File: src/rtl/mshr_atomic_responder.sv
// mshr_atomic_responder: single-outstanding memory endpoint executing load/store/AMO
// requests against a local DEPTH x 64-bit backing store, returning the old value.
module mshr_atomic_responder #(
    parameter int DEPTH    = 16,
    parameter int ADDR_LSB = 3
) (
    input  logic        clk,
    input  logic        rst_n,
    input  logic        mem_req_valid,
    output logic        mem_req_ready,
    input  logic [2:0]  mem_req_req_type,
    input  logic [7:0]  mem_req_mshrid,
    input  logic [39:0] mem_req_address,
    input  logic [1:0]  mem_req_size,
    input  logic [7:0]  mem_req_homeid,
    input  logic [7:0]  mem_req_write_mask,
    input  logic [63:0] mem_req_data_0,
    input  logic [63:0] mem_req_data_1,
    output logic        atomic_resp_valid,
    output logic [63:0] atomic_resp_data,
    output logic [7:0]  atomic_resp_mshrid,
    output logic        busy
);
    localparam int IW = $clog2(DEPTH);
    localparam logic [2:0] OP_LOAD = 3'd0, OP_STORE = 3'd1, OP_ADD = 3'd2,
                           OP_SWAP = 3'd3, OP_CAS = 3'd4;

    typedef enum logic [1:0] {S_IDLE, S_READ, S_EXEC, S_RESP} state_t;

    state_t        state_q, state_d;
    logic [2:0]    type_q, type_d;
    logic [7:0]    id_q, id_d;
    logic [IW-1:0] idx_q, idx_d;
    logic          hi_q, hi_d, w32_q, w32_d;
    logic [7:0]    wm_q, wm_d;
    logic [63:0]   d0_q, d0_d, d1_q, d1_d, old_q, old_d;
    logic [63:0]   rdata_q, rdata_d;
    logic [7:0]    rid_q, rid_d;
    logic [63:0]   mem_q [DEPTH];
    logic [63:0]   mem_d [DEPTH];

    logic [63:0] old_op, d0_op, res, bm, mask, wdata, new_word, rdata;
    logic        we, illegal;
    logic        unused_ok;

    assign unused_ok          = ^{mem_req_homeid, mem_req_address};
    assign mem_req_ready      = state_q == S_IDLE;
    assign busy               = state_q != S_IDLE;
    assign atomic_resp_valid  = state_q == S_RESP;
    assign atomic_resp_data   = rdata_q;
    assign atomic_resp_mshrid = rid_q;

    // Operands are narrowed to the selected half in 32-bit mode, then merged back via mask.
    always_comb begin
        old_op  = w32_q ? {32'h0, hi_q ? old_q[63:32] : old_q[31:0]} : old_q;
        d0_op   = w32_q ? {32'h0, d0_q[31:0]} : d0_q;
        illegal = type_q > OP_CAS;
        res     = type_q == OP_ADD ? old_op + d0_op : type_q == OP_CAS ? d1_q : d0_q;
        we      = type_q == OP_STORE || type_q == OP_ADD || type_q == OP_SWAP ||
                  (type_q == OP_CAS && old_op == d0_op);
        bm      = '0;
        for (int i = 0; i < 8; i++) bm[i*8 +: 8] = {8{wm_q[i]}};
        mask    = type_q == OP_STORE
                ? (w32_q ? (hi_q ? {bm[31:0], 32'h0} : {32'h0, bm[31:0]}) : bm)
                : (w32_q ? (hi_q ? {32'hFFFF_FFFF, 32'h0} : {32'h0, 32'hFFFF_FFFF}) : '1);
        wdata    = w32_q ? {res[31:0], res[31:0]} : res;
        new_word = (old_q & ~mask) | (wdata & mask);
        rdata    = illegal ? '1 : type_q == OP_STORE ? '0 : old_op;
    end

    always_comb begin
        state_d = state_q;
        type_d  = type_q;
        id_d    = id_q;
        idx_d   = idx_q;
        hi_d    = hi_q;
        w32_d   = w32_q;
        wm_d    = wm_q;
        d0_d    = d0_q;
        d1_d    = d1_q;
        old_d   = old_q;
        rdata_d = rdata_q;
        rid_d   = rid_q;
        mem_d   = mem_q;
        case (state_q)
            S_IDLE: if (mem_req_valid) begin
                type_d  = mem_req_req_type;
                id_d    = mem_req_mshrid;
                idx_d   = mem_req_address[ADDR_LSB +: IW];
                hi_d    = mem_req_address[2];
                w32_d   = mem_req_size == 2'b10;
                wm_d    = mem_req_write_mask;
                d0_d    = mem_req_data_0;
                d1_d    = mem_req_data_1;
                state_d = S_READ;
            end
            S_READ: begin
                old_d   = mem_q[idx_q];
                state_d = S_EXEC;
            end
            S_EXEC: begin
                if (we) mem_d[idx_q] = new_word;
                rdata_d = rdata;
                rid_d   = id_q;
                state_d = S_RESP;
            end
            default: state_d = S_IDLE;
        endcase
    end

    always_ff @(posedge clk or negedge rst_n) begin
        if (!rst_n) begin
            state_q <= S_IDLE;
            type_q  <= '0;
            id_q    <= '0;
            idx_q   <= '0;
            hi_q    <= 1'b0;
            w32_q   <= 1'b0;
            wm_q    <= '0;
            d0_q    <= '0;
            d1_q    <= '0;
            old_q   <= '0;
            rdata_q <= '0;
            rid_q   <= '0;
            for (int i = 0; i < DEPTH; i++) mem_q[i] <= '0;
        end else begin
            state_q <= state_d;
            type_q  <= type_d;
            id_q    <= id_d;
            idx_q   <= idx_d;
            hi_q    <= hi_d;
            w32_q   <= w32_d;
            wm_q    <= wm_d;
            d0_q    <= d0_d;
            d1_q    <= d1_d;
            old_q   <= old_d;
            rdata_q <= rdata_d;
            rid_q   <= rid_d;
            mem_q   <= mem_d;
        end
    end
endmodule

File: config.mk
export PLATFORM = sky130hd
export DESIGN_NAME = mshr_atomic_responder
export DESIGN_NICKNAME = d
export VERILOG_FILES = /design/src/rtl/mshr_atomic_responder.sv
export SDC_FILE = /design/constraint.sdc
export NUM_CORES = 2
export LEC_CHECK = 0
export CAP_MARGIN = 15
export CELL_PAD_IN_SITES_DETAIL_PLACEMENT = 0
export CELL_PAD_IN_SITES_GLOBAL_PLACEMENT = 2
export CORE_ASPECT_RATIO = 1.5
export CORE_MARGIN = 2
export CORE_UTILIZATION = 31
export CTS_BUF_LIST = sky130_fd_sc_hd__clkbuf_2 sky130_fd_sc_hd__clkbuf_4 sky130_fd_sc_hd__clkbuf_8
export CTS_CLUSTER_DIAMETER = 100
export DETAILED_ROUTE_END_ITERATION = 7
export GPL_TIMING_DRIVEN = 0
export PLACE_DENSITY_LB_ADDON = 0.1
export SLEW_MARGIN = 25
export SYNTH_ARGS = -nofsm -noshare
export SYNTH_HDL_FRONTEND = slang
export SYNTH_SLANG_ARGS = --single-unit
File: constraint.sdc
create_clock -name clk -period 6.6 [get_ports clk]
set_input_delay 0.66 -clock clk [delete_from_list [all_inputs] [get_ports clk]]
set_output_delay 0.66 -clock clk [all_outputs]
set_load 0.02 [all_outputs]
==> metrics <==
status finished, violations left; failing checks setup timing; Final Critical Period 6.74 ns; Static Leakage 33.2 nW; Rows 203; critical path peak fanout 10; largest net degree at the start of global routing 132; most common cell in the netlist dfrtp_1; Worst setup SP type register; CP endpoint kind register; gr usage total 29.5%; GRT met3 Usage 4.20%; H-tree depth 4; Yosys reg bits 1315; number of max-cap violations 0; clk buf depth 4; TritonRoute pass-1 iters 5; GR Util met2 53.3%; leading register cell type out of synthesis dfrtp_1; CP bufs+invs 7; YS warnings 0; critical path class reg2reg; wire length per cell 34.3 um; fmax 148 MHz; full die area 208000 sq um; Finished Layout Cells 8977; Synth Cell Area 63200 sq um; core box area 203000 sq um; I/O Buffers 231; CTS tree built; Placed Cells 8574; clock root cell clkbuf_8; clock sinks 1315; Finished Core Util 36.8%; Clk pin slew, worst setup/hold paths 0.06 ns; count of cell types in the netlist 83; Worst Skew 0.115 ns; Yosys top cell by area dfrtp_1; largest cells by area after synthesis dfrtp_1, mux4_2, mux2_2; number of global-route vias before repair 51100; routed via count 48600; Max Slew Vio Count 0; Top Ports 275; Setup WS post-layout -0.138 ns; top-area cell type share of the netlist area 52.1%; flop2flop setup slack -0.14 ns; count of final hold-check violations 0; global route hottest layer met2; Crit path top cell by count buf_4; met1 usage 31.6%; worst vdd ir 249 uV; Post-route DRC 0; crit-path cells buf_4 -> clkbuf_4 -> buf_4 -> clkbuf_8 -> clkbuf_1 -> nor2b_1 -> ha_1 -> clkbuf_1 -> a21o_1 -> o21bai_1 -> a2bb2oi_1 -> a21oi_1 -> a211oi_2 -> mux2i_1 -> nor4_1 -> a2111oi_2 -> a2bb2oi_4 -> buf_4 -> a21oi_1; slowest stage delay, CP 0.54 ns; CTS buffer count 223; delay-heaviest family, CP compound AO/OA/AOI/OAI gates; slowest stage cell, crit path a211oi_2; initial core utilization 31.1%; detailed placement HPWL 237000 um; Final nets 6405; Pwr Density 565 nW/um^2; fraction of registers with async set/reset 100%; Post-Syn Area per Cell 11.2 sq um; die width 373 um; period utilization 102%; RD Place Congestion 1.04; die height 557 um; Design Area, Final 74800 sq um; clock latency on the worst-skew pair 1.01 ns; Layout area overhead 18.4%; Slew headroom 18.5%; Worst EP required 7.39 ns; Worst Hold Class in2async; first-pass GRT wire length 423000 um; worst endpoint data arrival time 7.53 ns; Cells after Synth 5647; final setup fails 21; commonest cells in the netlist dfrtp_1, nand2_1, o21ai_0; dpl cell area 69800 sq um; Worst Tran Pin Value 1.22 ns; initial antenna violation count 21; Post-synth EDFFs 0; layout cells sized above 1 25.4%; Seq/Total Area, Yosys 52.1%; Post-Syn Nets 5915; DR iter-0 viols 3477; Vias/cell 5.42; unrepaired setup endpoints after global routing no; drt total wl 308000 um; DRT antenna net count 0; grt ovf 0
-- per-layer routing --
metal  vias to the layer above  wire length, um
met3                       716            12900
li1                      21000                -
met2                      1591           159000
met4                         6            24900
met5                         -               33
met1                     25300           111000
-- power by group --
group / internal, mW / switching [mW] / total, mW / leakage (nW)
sequential: 11.1 / 2.27 / 13.3 / 17.4
combinational: 7.20 / 13.9 / 21.1 / 13.3
clock: 4.31 / 3.60 / 7.91 / 2.50
total: 22.6 / 19.7 / 42.3 / 33.2
-- worst paths after layout --
path                                        end                from  cells after the start
max                                  mem_q[895]               w32_q                     19
min                        atomic_resp_data[34]               rst_n                      2
max reg2reg                          mem_q[895]               w32_q                     19
min reg2reg                          mem_q[470]          mem_q[470]                      2
max in group asynchronous            mem_q[759]               rst_n                      8
min in group clk                       d0_q[36]  mem_req_data_0[36]                      2
-- registers in the layout, indices dropped and copies added (netlist names) --
name / count
atomic_resp_data: 64
atomic_resp_mshrid: 8
d0_q: 64
d1_q: 64
hi_q: 1
id_q: 8
idx_q: 4
mem_q: 1024
old_q: 64
state_q: 2
type_q: 3
w32_q: 1
wm_q: 8
-- logic make-up after synthesis --
logic type	after synthesis	synth area share, %
AO/OA/AOI/OAI	1170	10.5
XOR/XNOR	45	0.624
adder cells (fa/ha/maj)	68	1.36
buffers and inverters	493	3.27
flip-flops	1315	52.1
multiplexers	862	21.1
AND/OR/NAND/NOR	1694	11.1
-- layout make-up --
class	instances	area [sq um]
fill	20600	128000
sequential	1315	32900
multi-input combinational	3839	28500
clock buffer	360	4450
tap	2665	3330
timing repair buffer	266	3030
buffer	467	2210
clock inverter	27	221
inverter	25	93.8
antenna	13	32.5
-- through the flow --
stage	TNS, ns	setup WS (ns)	hold WS, ns	power, mW
floorplan	0	2.00	0.364	23.9
CTS	0	0.00202	0.111	42.3
global route	0	0.0106	0.152	44.2
detailed placement	-2371.42	-3.10	0.457	34.2
finish	-1.80	-0.138	0.175	42.3
global placement	-	-58.11	0.454	33.7
-- what timing repair did --
action,in CTS,in global routing
pin swaps,1,2
setup buffers,2,1
hold buffers,1,0
setup endpoints to repair,1024,836
endpoints found under the hold margin,132,0
resized for setup,64,89
-- placed cells by master, fill, tap and decap left out, types with 20 or more instances in the layout --
cell | Yosys | routed
and3_1 | 21 | 21
nand2_1 | 1084 | 1077
o21ai_1 | 44 | 43
and2_1 | 27 | 26
buf_4 | 20 | 25
o31ai_1 | 21 | 21
clkdlybuf4s50_1 | 0 | 230
clkbuf_4 | 0 | 94
a21oi_1 | 310 | 295
dfrtp_1 | 1315 | 1315
xnor2_1 | 31 | 30
clkbuf_8 | 0 | 281
nand3_1 | 36 | 33
nand4_1 | 37 | 37
clkbuf_2 | 4 | 74
a21o_1 | 32 | 32
mux4_2 | 320 | 320
a21oi_2 | 5 | 20
buf_2 | 90 | 124
nor2b_1 | 67 | 67
ha_1 | 67 | 67
o21ai_0 | 592 | 588
nor2_1 | 337 | 332
inv_1 | 25 | 25
mux2_2 | 507 | 507
clkbuf_1 | 299 | 213
Note: power is estimated with default switching activity, not from simulation.
